--- src/rtl/lcd_responder.sv ---
// HD44780-style bus responder: 80-byte DDRAM, control decode, busy timing. Strobe acted on 3 clk after en falls; rd_data 1 clk.
// No backpressure on the bus: a strobe arriving while busy is dropped and flagged in err.
module lcd_responder #(
    parameter int CLR_CYC  = 8,
    parameter int BUSY_CYC = 2
) (
    input  logic       clk,
    input  logic       rst,
    input  logic       rs,
    input  logic       rw,
    input  logic       en,
    input  logic [7:0] din,
    input  logic [6:0] rd_addr,
    output logic [7:0] rd_data,
    output logic [7:0] status,
    output logic       disp_on,
    output logic       cursor_on,
    output logic       blink_on,
    output logic       two_line,
    output logic       font5x10,
    output logic       dl8,
    output logic       wr_pulse,
    output logic       err
);
    typedef enum logic [1:0] {S_IDLE, S_EXEC, S_WAIT} state_t;

    state_t      r_state;
    logic [15:0] r_cnt;
    logic        r_en_s1, r_en_s2, r_en_d;
    logic        r_rs_s1, r_rs_s2, r_rw_s1, r_rw_s2;
    logic [7:0]  r_din_s1, r_din_s2;
    logic        r_lat_rs, r_lat_rw;
    logic [7:0]  r_lat_din;
    logic [6:0]  r_ac;
    logic        r_id, r_disp, r_cur, r_blink, r_two, r_font, r_dl8, r_wr, r_err;
    logic [79:0] r_wmask;
    logic [7:0]  r_mem [0:79];
    logic [7:0]  r_rd;

    function automatic logic addr_ok(input logic [6:0] a, input logic two);
        if (two) return (a <= 7'h27) || (a >= 7'h40 && a <= 7'h67);
        return a <= 7'h4F;
    endfunction

    // Second line of a two-line display lives right after the first 40 bytes.
    function automatic logic [6:0] addr_idx(input logic [6:0] a, input logic two);
        if (two && a[6]) return 7'd40 + {1'b0, a[5:0]};
        return a;
    endfunction

    function automatic logic [6:0] addr_step(input logic [6:0] a, input logic two, input logic up);
        if (two) begin
            if (up) return (a == 7'h27) ? 7'h40 : (a == 7'h67) ? 7'h00 : a + 7'd1;
            return (a == 7'h00) ? 7'h67 : (a == 7'h40) ? 7'h27 : a - 7'd1;
        end
        if (up) return (a == 7'h4F) ? 7'h00 : a + 7'd1;
        return (a == 7'h00) ? 7'h4F : a - 7'd1;
    endfunction

    logic       w_strobe, w_accept, w_mem_we;
    logic [6:0] w_wr_idx, w_rd_idx;

    assign w_strobe = r_en_d & ~r_en_s2;
    assign w_accept = w_strobe && (r_state == S_IDLE) && !r_lat_rw && (r_lat_rs || (r_lat_din != 8'h00));
    assign w_wr_idx = addr_idx(r_ac, r_two);
    assign w_rd_idx = addr_idx(rd_addr, r_two);
    assign w_mem_we = w_accept && r_lat_rs && addr_ok(r_ac, r_two);

    always_ff @(posedge clk) begin
        if (w_mem_we) r_mem[w_wr_idx] <= r_lat_din;
    end

    always_ff @(posedge clk) begin
        if (rst) begin
            r_state <= S_IDLE;   r_cnt <= 16'd0;
            r_en_s1 <= 1'b0;     r_en_s2 <= 1'b0;   r_en_d <= 1'b0;
            r_rs_s1 <= 1'b0;     r_rs_s2 <= 1'b0;
            r_rw_s1 <= 1'b0;     r_rw_s2 <= 1'b0;
            r_din_s1 <= 8'h00;   r_din_s2 <= 8'h00;
            r_lat_rs <= 1'b0;    r_lat_rw <= 1'b0;  r_lat_din <= 8'h00;
            r_ac <= 7'h00;       r_id <= 1'b1;
            r_disp <= 1'b0;      r_cur <= 1'b0;     r_blink <= 1'b0;
            r_two <= 1'b0;       r_font <= 1'b0;    r_dl8 <= 1'b1;
            r_wr <= 1'b0;        r_err <= 1'b0;
            r_wmask <= '0;       r_rd <= 8'h20;
        end else begin
            r_en_s1  <= en;       r_en_s2  <= r_en_s1;  r_en_d <= r_en_s2;
            r_rs_s1  <= rs;       r_rs_s2  <= r_rs_s1;
            r_rw_s1  <= rw;       r_rw_s2  <= r_rw_s1;
            r_din_s1 <= din;      r_din_s2 <= r_din_s1;
            if (r_en_s2) begin
                r_lat_rs <= r_rs_s2; r_lat_rw <= r_rw_s2; r_lat_din <= r_din_s2;
            end
            r_rd <= (addr_ok(rd_addr, r_two) && r_wmask[w_rd_idx]) ? r_mem[w_rd_idx] : 8'h20;
            r_wr <= 1'b0;
            case (r_state)
                S_IDLE: begin
                    if (w_accept) begin
                        r_state <= S_EXEC;
                        r_cnt   <= BUSY_CYC[15:0];
                        if (r_lat_rs) begin
                            r_wr <= 1'b1;
                            r_wmask[w_wr_idx] <= 1'b1;
                            r_ac <= addr_step(r_ac, r_two, r_id);
                        end else begin
                            casez (r_lat_din)
                                8'b1???????: begin
                                    if (addr_ok(r_lat_din[6:0], r_two)) r_ac <= r_lat_din[6:0];
                                    else r_err <= 1'b1;
                                end
                                8'b01??????: ;
                                8'b001?????: begin
                                    r_dl8 <= r_lat_din[4]; r_two <= r_lat_din[3]; r_font <= r_lat_din[2];
                                    if (!addr_ok(r_ac, r_lat_din[3])) r_ac <= 7'h00;
                                end
                                8'b0001????: begin
                                    if (!r_lat_din[3]) r_ac <= addr_step(r_ac, r_two, r_lat_din[2]);
                                end
                                8'b00001???: begin
                                    r_disp <= r_lat_din[2]; r_cur <= r_lat_din[1]; r_blink <= r_lat_din[0];
                                end
                                8'b000001??: r_id <= r_lat_din[1];
                                8'b0000001?: begin
                                    r_ac <= 7'h00; r_cnt <= CLR_CYC[15:0];
                                end
                                8'b00000001: begin
                                    r_ac <= 7'h00; r_id <= 1'b1; r_wmask <= '0; r_cnt <= CLR_CYC[15:0];
                                end
                                default: ;
                            endcase
                        end
                    end
                end
                S_EXEC, S_WAIT: begin
                    if (w_strobe) r_err <= 1'b1;
                    // r_cnt holds the busy cycles still owed, including this one.
                    if (r_cnt <= 16'd1) r_state <= S_IDLE;
                    else begin
                        r_cnt   <= r_cnt - 16'd1;
                        r_state <= S_WAIT;
                    end
                end
                default: r_state <= S_IDLE;
            endcase
        end
    end

    assign rd_data   = r_rd;
    assign status    = {r_state != S_IDLE, r_ac};
    assign disp_on   = r_disp;
    assign cursor_on = r_cur;
    assign blink_on  = r_blink;
    assign two_line  = r_two;
    assign font5x10  = r_font;
    assign dl8       = r_dl8;
    assign wr_pulse  = r_wr;
    assign err       = r_err;
endmodule

--- config.mk ---
export PLATFORM = sky130hd
export DESIGN_NAME = lcd_responder
export DESIGN_NICKNAME = d
export VERILOG_FILES = /design/src/rtl/lcd_responder.sv
export SDC_FILE = /design/constraint.sdc
export NUM_CORES = 1
export LEC_CHECK = 0
export ABC_AREA = 1
export BUFFER_PORTS_ARGS = -buffer_cell sky130_fd_sc_hd__buf_4
export CORE_MARGIN = 1.5
export CORE_UTILIZATION = 57
export CTS_CLUSTER_SIZE = 28
export DETAILED_ROUTE_END_ITERATION = 12
export PLACE_DENSITY = 0.75
export SETUP_SLACK_MARGIN = 0.15
export SLEW_MARGIN = 20
export SYNTH_ARGS = -nofsm -noshare
export SYNTH_HDL_FRONTEND = slang
export SYNTH_SLANG_ARGS = --single-unit
--- constraint.sdc ---
create_clock -name clk -period 3.3 [get_ports clk]
set_input_delay 0.495 -clock clk [delete_from_list [all_inputs] [get_ports clk]]
set_output_delay 0.495 -clock clk [all_outputs]
set_load 0.02 [all_outputs]
==> metrics.md <==
| Metric | Value |
|---|---|
| Drc violations | `0` |
| RR Endpoint | `r_mem[2][1]$_DFFE_PP_` |
| Gate Count Post-Synth | `around 3,100` |
| Final period demand of the worst path | `3.01 ns` |
| Flops & latches, synth | `between 700 and 800` |
| Layout Area Growth over Synthesis | `13.6%` |
| Grt total ovfl | `0` |
| Fmax | `332 MHz` |
| Postcts setup bufs | `0` |
| Die X | `245 µm` |
| Synth unique cells | `43` |
| Largest net degree at the start of global routing | `132` |
| Finished Layout Cells | `4,027` |
| CP max FO | `15` |
| R2r startpoint | `r_ac[2]$_SDFFE_PP0P_` |
| Placed insts | `3,881` |
| Final setup fails | `0` |
| Most common cell after layout, fill and taps aside | `edfxtp_1` |
| Hold_sp | `en` |
| Setup_tns | `0 ns` |
| Port Buffers | `43` |
| Worst slack, placed | `0.409 ns` |
| Final Max Tran Viols | `0` |
| Vias in the first global route | `24,600` |
| Clk slew on worst S/H paths | `roughly 0.060 ns` |
| Fraction of synthesized cell area taken by the top area cell type | `0.575` |
| Crit share post-route | `0.912` |
| Final WS setup | `0.291 ns` |
| Design Area, Final | `0.0380 mm²` |
| Layout cells sized above 1 | `0.113` |
| Longest Clk Path Bufs | `3` |
| FP Rows | `88` |
| Syn_nets | `3,162` |
| Synth top area cells | `edfxtp_1 (57%), dfxtp_1 (9.3%), nor2_1 (6.8%)` |
| Crit Path Class | `flop to flop` |
| Wire per inst | `23.0 µm` |
| Utilization after layout | `0.657` |
| Mapped Area | `0.0334 mm²` |
| Maxcap violations | `0` |
| Total CTS buffers | `81` |
| HPWL after DPL | `about 55 mm` |
| Initial antenna violation count | `0` |
| Cells on worst reg2reg path | `10` |
| Area occupied by multi-input gates | `0.00960 mm²` |
| First-pass GRT wire length | `141 mm` |
| Core Box Area | `roughly 0.058 mm²` |
| Worst Hold End | `r_en_s1$_SDFF_PP0_` |
| Die Footprint | `between 0.06 and 0.07 mm²` |
| Hold Vio Cnt, Final | `0` |
| Placed Area | `0.0352 mm²` |
| P per Cell Area | `574 mW/mm²` |
| Slew margin rel. | `0.280` |
| Most area-hungry cell type in the Yosys netlist | `edfxtp_1` |
| H-tree depth | `3` |
| Initial Utilization | `0.578` |
| Leakage | `13.2 nW` |
| Clock latency on the worst-skew pair | `0.63 ns` |
| Final WL | `92.6 mm` |
| Reg2reg setup slack | `just under 0.3 ns` |
| Post-synthesis sequential area ratio | `0.668` |
| Post-DRT Antenna Nets | `0` |
| Number of flops mapped to enable cells by yosys | `640` |
| Worst EP required | `roughly 3.6 ns` |
| Inserted Diodes | `0` |
| Placer's final routability congestion estimate | `around 0.93` |
| I/O pin cnt | `44` |
| Status | `completed` |
| Drt first-iter violations | `3,944` |
| Main flop type after synthesis | `edfxtp_1` |
| Final net count | `3,233` |
| Most frequent cells in the layout | `edfxtp_1 (640), nor2_1 (602), o21ai_0 (368)` |
| CTS tree | `done` |
| Yosys warning total | `0` |
| Register area | `0.0223 mm²` |
| Mean Syn Cell Area | `10.7 µm²` |
| Worst setup EP type | `flop` |
| Clock sinks | `795` |
| Share of flip-flops with an asynchronous set or reset | `0` |
| Number of detailed-route iterations in the first pass | `6` |
| RSZ-0062 raised after global routing | `no` |
| CP arrival | `3.34 ns` |
| Startpoint types | `flop` |
| Die Span Y | `245 µm` |
| Final setup skew | `around 0.020 ns` |
| Worst Tran Pin Value | `roughly 1.1 ns` |
| Global-route usage over all layers | `0.308` |
| Worst min path class | `input port to flop` |
| Fillcell total | `4,258` |
| Vias per inst | `~6.4` |
| Hold depth | `3` |
| Vias post-DR | `25,600` |
| Root buffer cell | `clkbuf_16` |
| Max VDD drop | `0.414 mV` |
stage by stage:
stage | hold slack [ns] | power [mW]
3_5_place_dp | 0.400 | 12.4
2_1_floorplan | 0.388 | 11.9
3_3_place_gp | 0.400 | 12.4
5_1_grt | 0.0660 | 22.4
6_report | 0.0749 | 21.8
4_1_cts | 0.0572 | 21.8
sequential cells by signal, summed over array words and instances (netlist names), 2 cells and up:
| signal | flops |
|---|---|
| r_mem | 640 |
| r_wmask | 80 |
| r_cnt | 16 |
| r_din_s1 | 8 |
| r_din_s2 | 8 |
| r_lat_din | 8 |
| rd_data | 8 |
| r_ac | 7 |
| r_state | 2 |
worst max-delay path: stages, from the launching register on:
cell     delay (ns)
dfxtp_1        0.61
nand2_1        0.21
inv_1          0.12
nand3_1        0.09
inv_1          0.10
nor2_1         0.06
nand3_1        0.32
nand3_4        0.38
buf_4          0.35
nor3_1         0.25
buf_4          0.23
timing repair:
action                     CTS  global route
resized for setup            0             3
hold buffers                 0             0
hold endpoints to repair     0             0
setup endpoints to repair    0            39
layer usage:
| layer | wire [µm] | track usage | up-vias |
|---|---|---|---|
| li1 | - | - | 11300 |
| met3 | 10400 | 0.0606 | 282 |
| met4 | 3740 | 0.127 | 0 |
| met2 | 42400 | 0.477 | 1752 |
| met5 | 0 | 0 | - |
| met1 | 36100 | 0.427 | 12300 |
cells by family after synthesis:
| kind of cell | share of synthesized area |
|---|---|
| adder cells (fa/ha/maj) | 0.00486 |
| AO/OA/AOI/OAI | 0.118 |
| XOR/XNOR | 0.00565 |
| AND/OR/NAND/NOR | 0.157 |
| flip-flops | 0.668 |
| buffers and inverters | 0.0468 |
Yosys cell counts, types with 13 or more instances:
library cell and instances:
nand2_1 208, edfxtp_1 640, inv_1 147, nor2_1 603
buf_1 16, o221ai_1 27, o21ai_0 368, nand3_1 233
clkbuf_1 96, nor3_1 93, dfxtp_1 155, o22ai_1 18
nand4_1 60, o211ai_1 91, buf_4 16, a21oi_1 186
xor2_1 13, buf_2 86, ha_1 13
area by class of cell:
class                      count  share of cell area
sequential                   795               0.588
tap                          765              0.0252
timing repair buffer         201              0.0439
multi-input combinational   1963               0.253
clock inverter                40              0.0132
clock buffer                 105              0.0605
inverter                     158              0.0159
power breakdown:
part / leakage, nW / switching (mW) / internal, mW
Clock: 1.37 / 3.76 / 5.84
Combinational: 4.61 / 0.995 / 0.355
Sequential: 7.20 / 0.0333 / 10.8
Total: 13.2 / 4.79 / 17.0
worst max path at each step:
| stage | start | endpoint | slack (ns) | depth (start not counted) |
|---|---|---|---|---|
| detailed placement | r_ac[0]$_SDFFE_PP0P_ | r_mem[3][4]$_DFFE_PP_ | 0.41 | 11 |
| floorplan | r_lat_din[2]$_SDFFE_PP0P_ | r_wmask[10]$_SDFFE_PP0P_ | 0.23 | 8 |
| CTS | r_ac[0]$_SDFFE_PP0P_ | r_mem[2][1]$_DFFE_PP_ | 0.36 | 11 |
| global placement | r_ac[4]$_SDFFE_PP0P_ | r_mem[23][5]$_DFFE_PP_ | 0.36 | 10 |
| finish | r_ac[2]$_SDFFE_PP0P_ | r_mem[2][1]$_DFFE_PP_ | 0.29 | 10 |
| global route | r_ac[0]$_SDFFE_PP0P_ | r_mem[2][6]$_DFFE_PP_ | 0.18 | 11 |
Power figures use the tool's default switching activity.
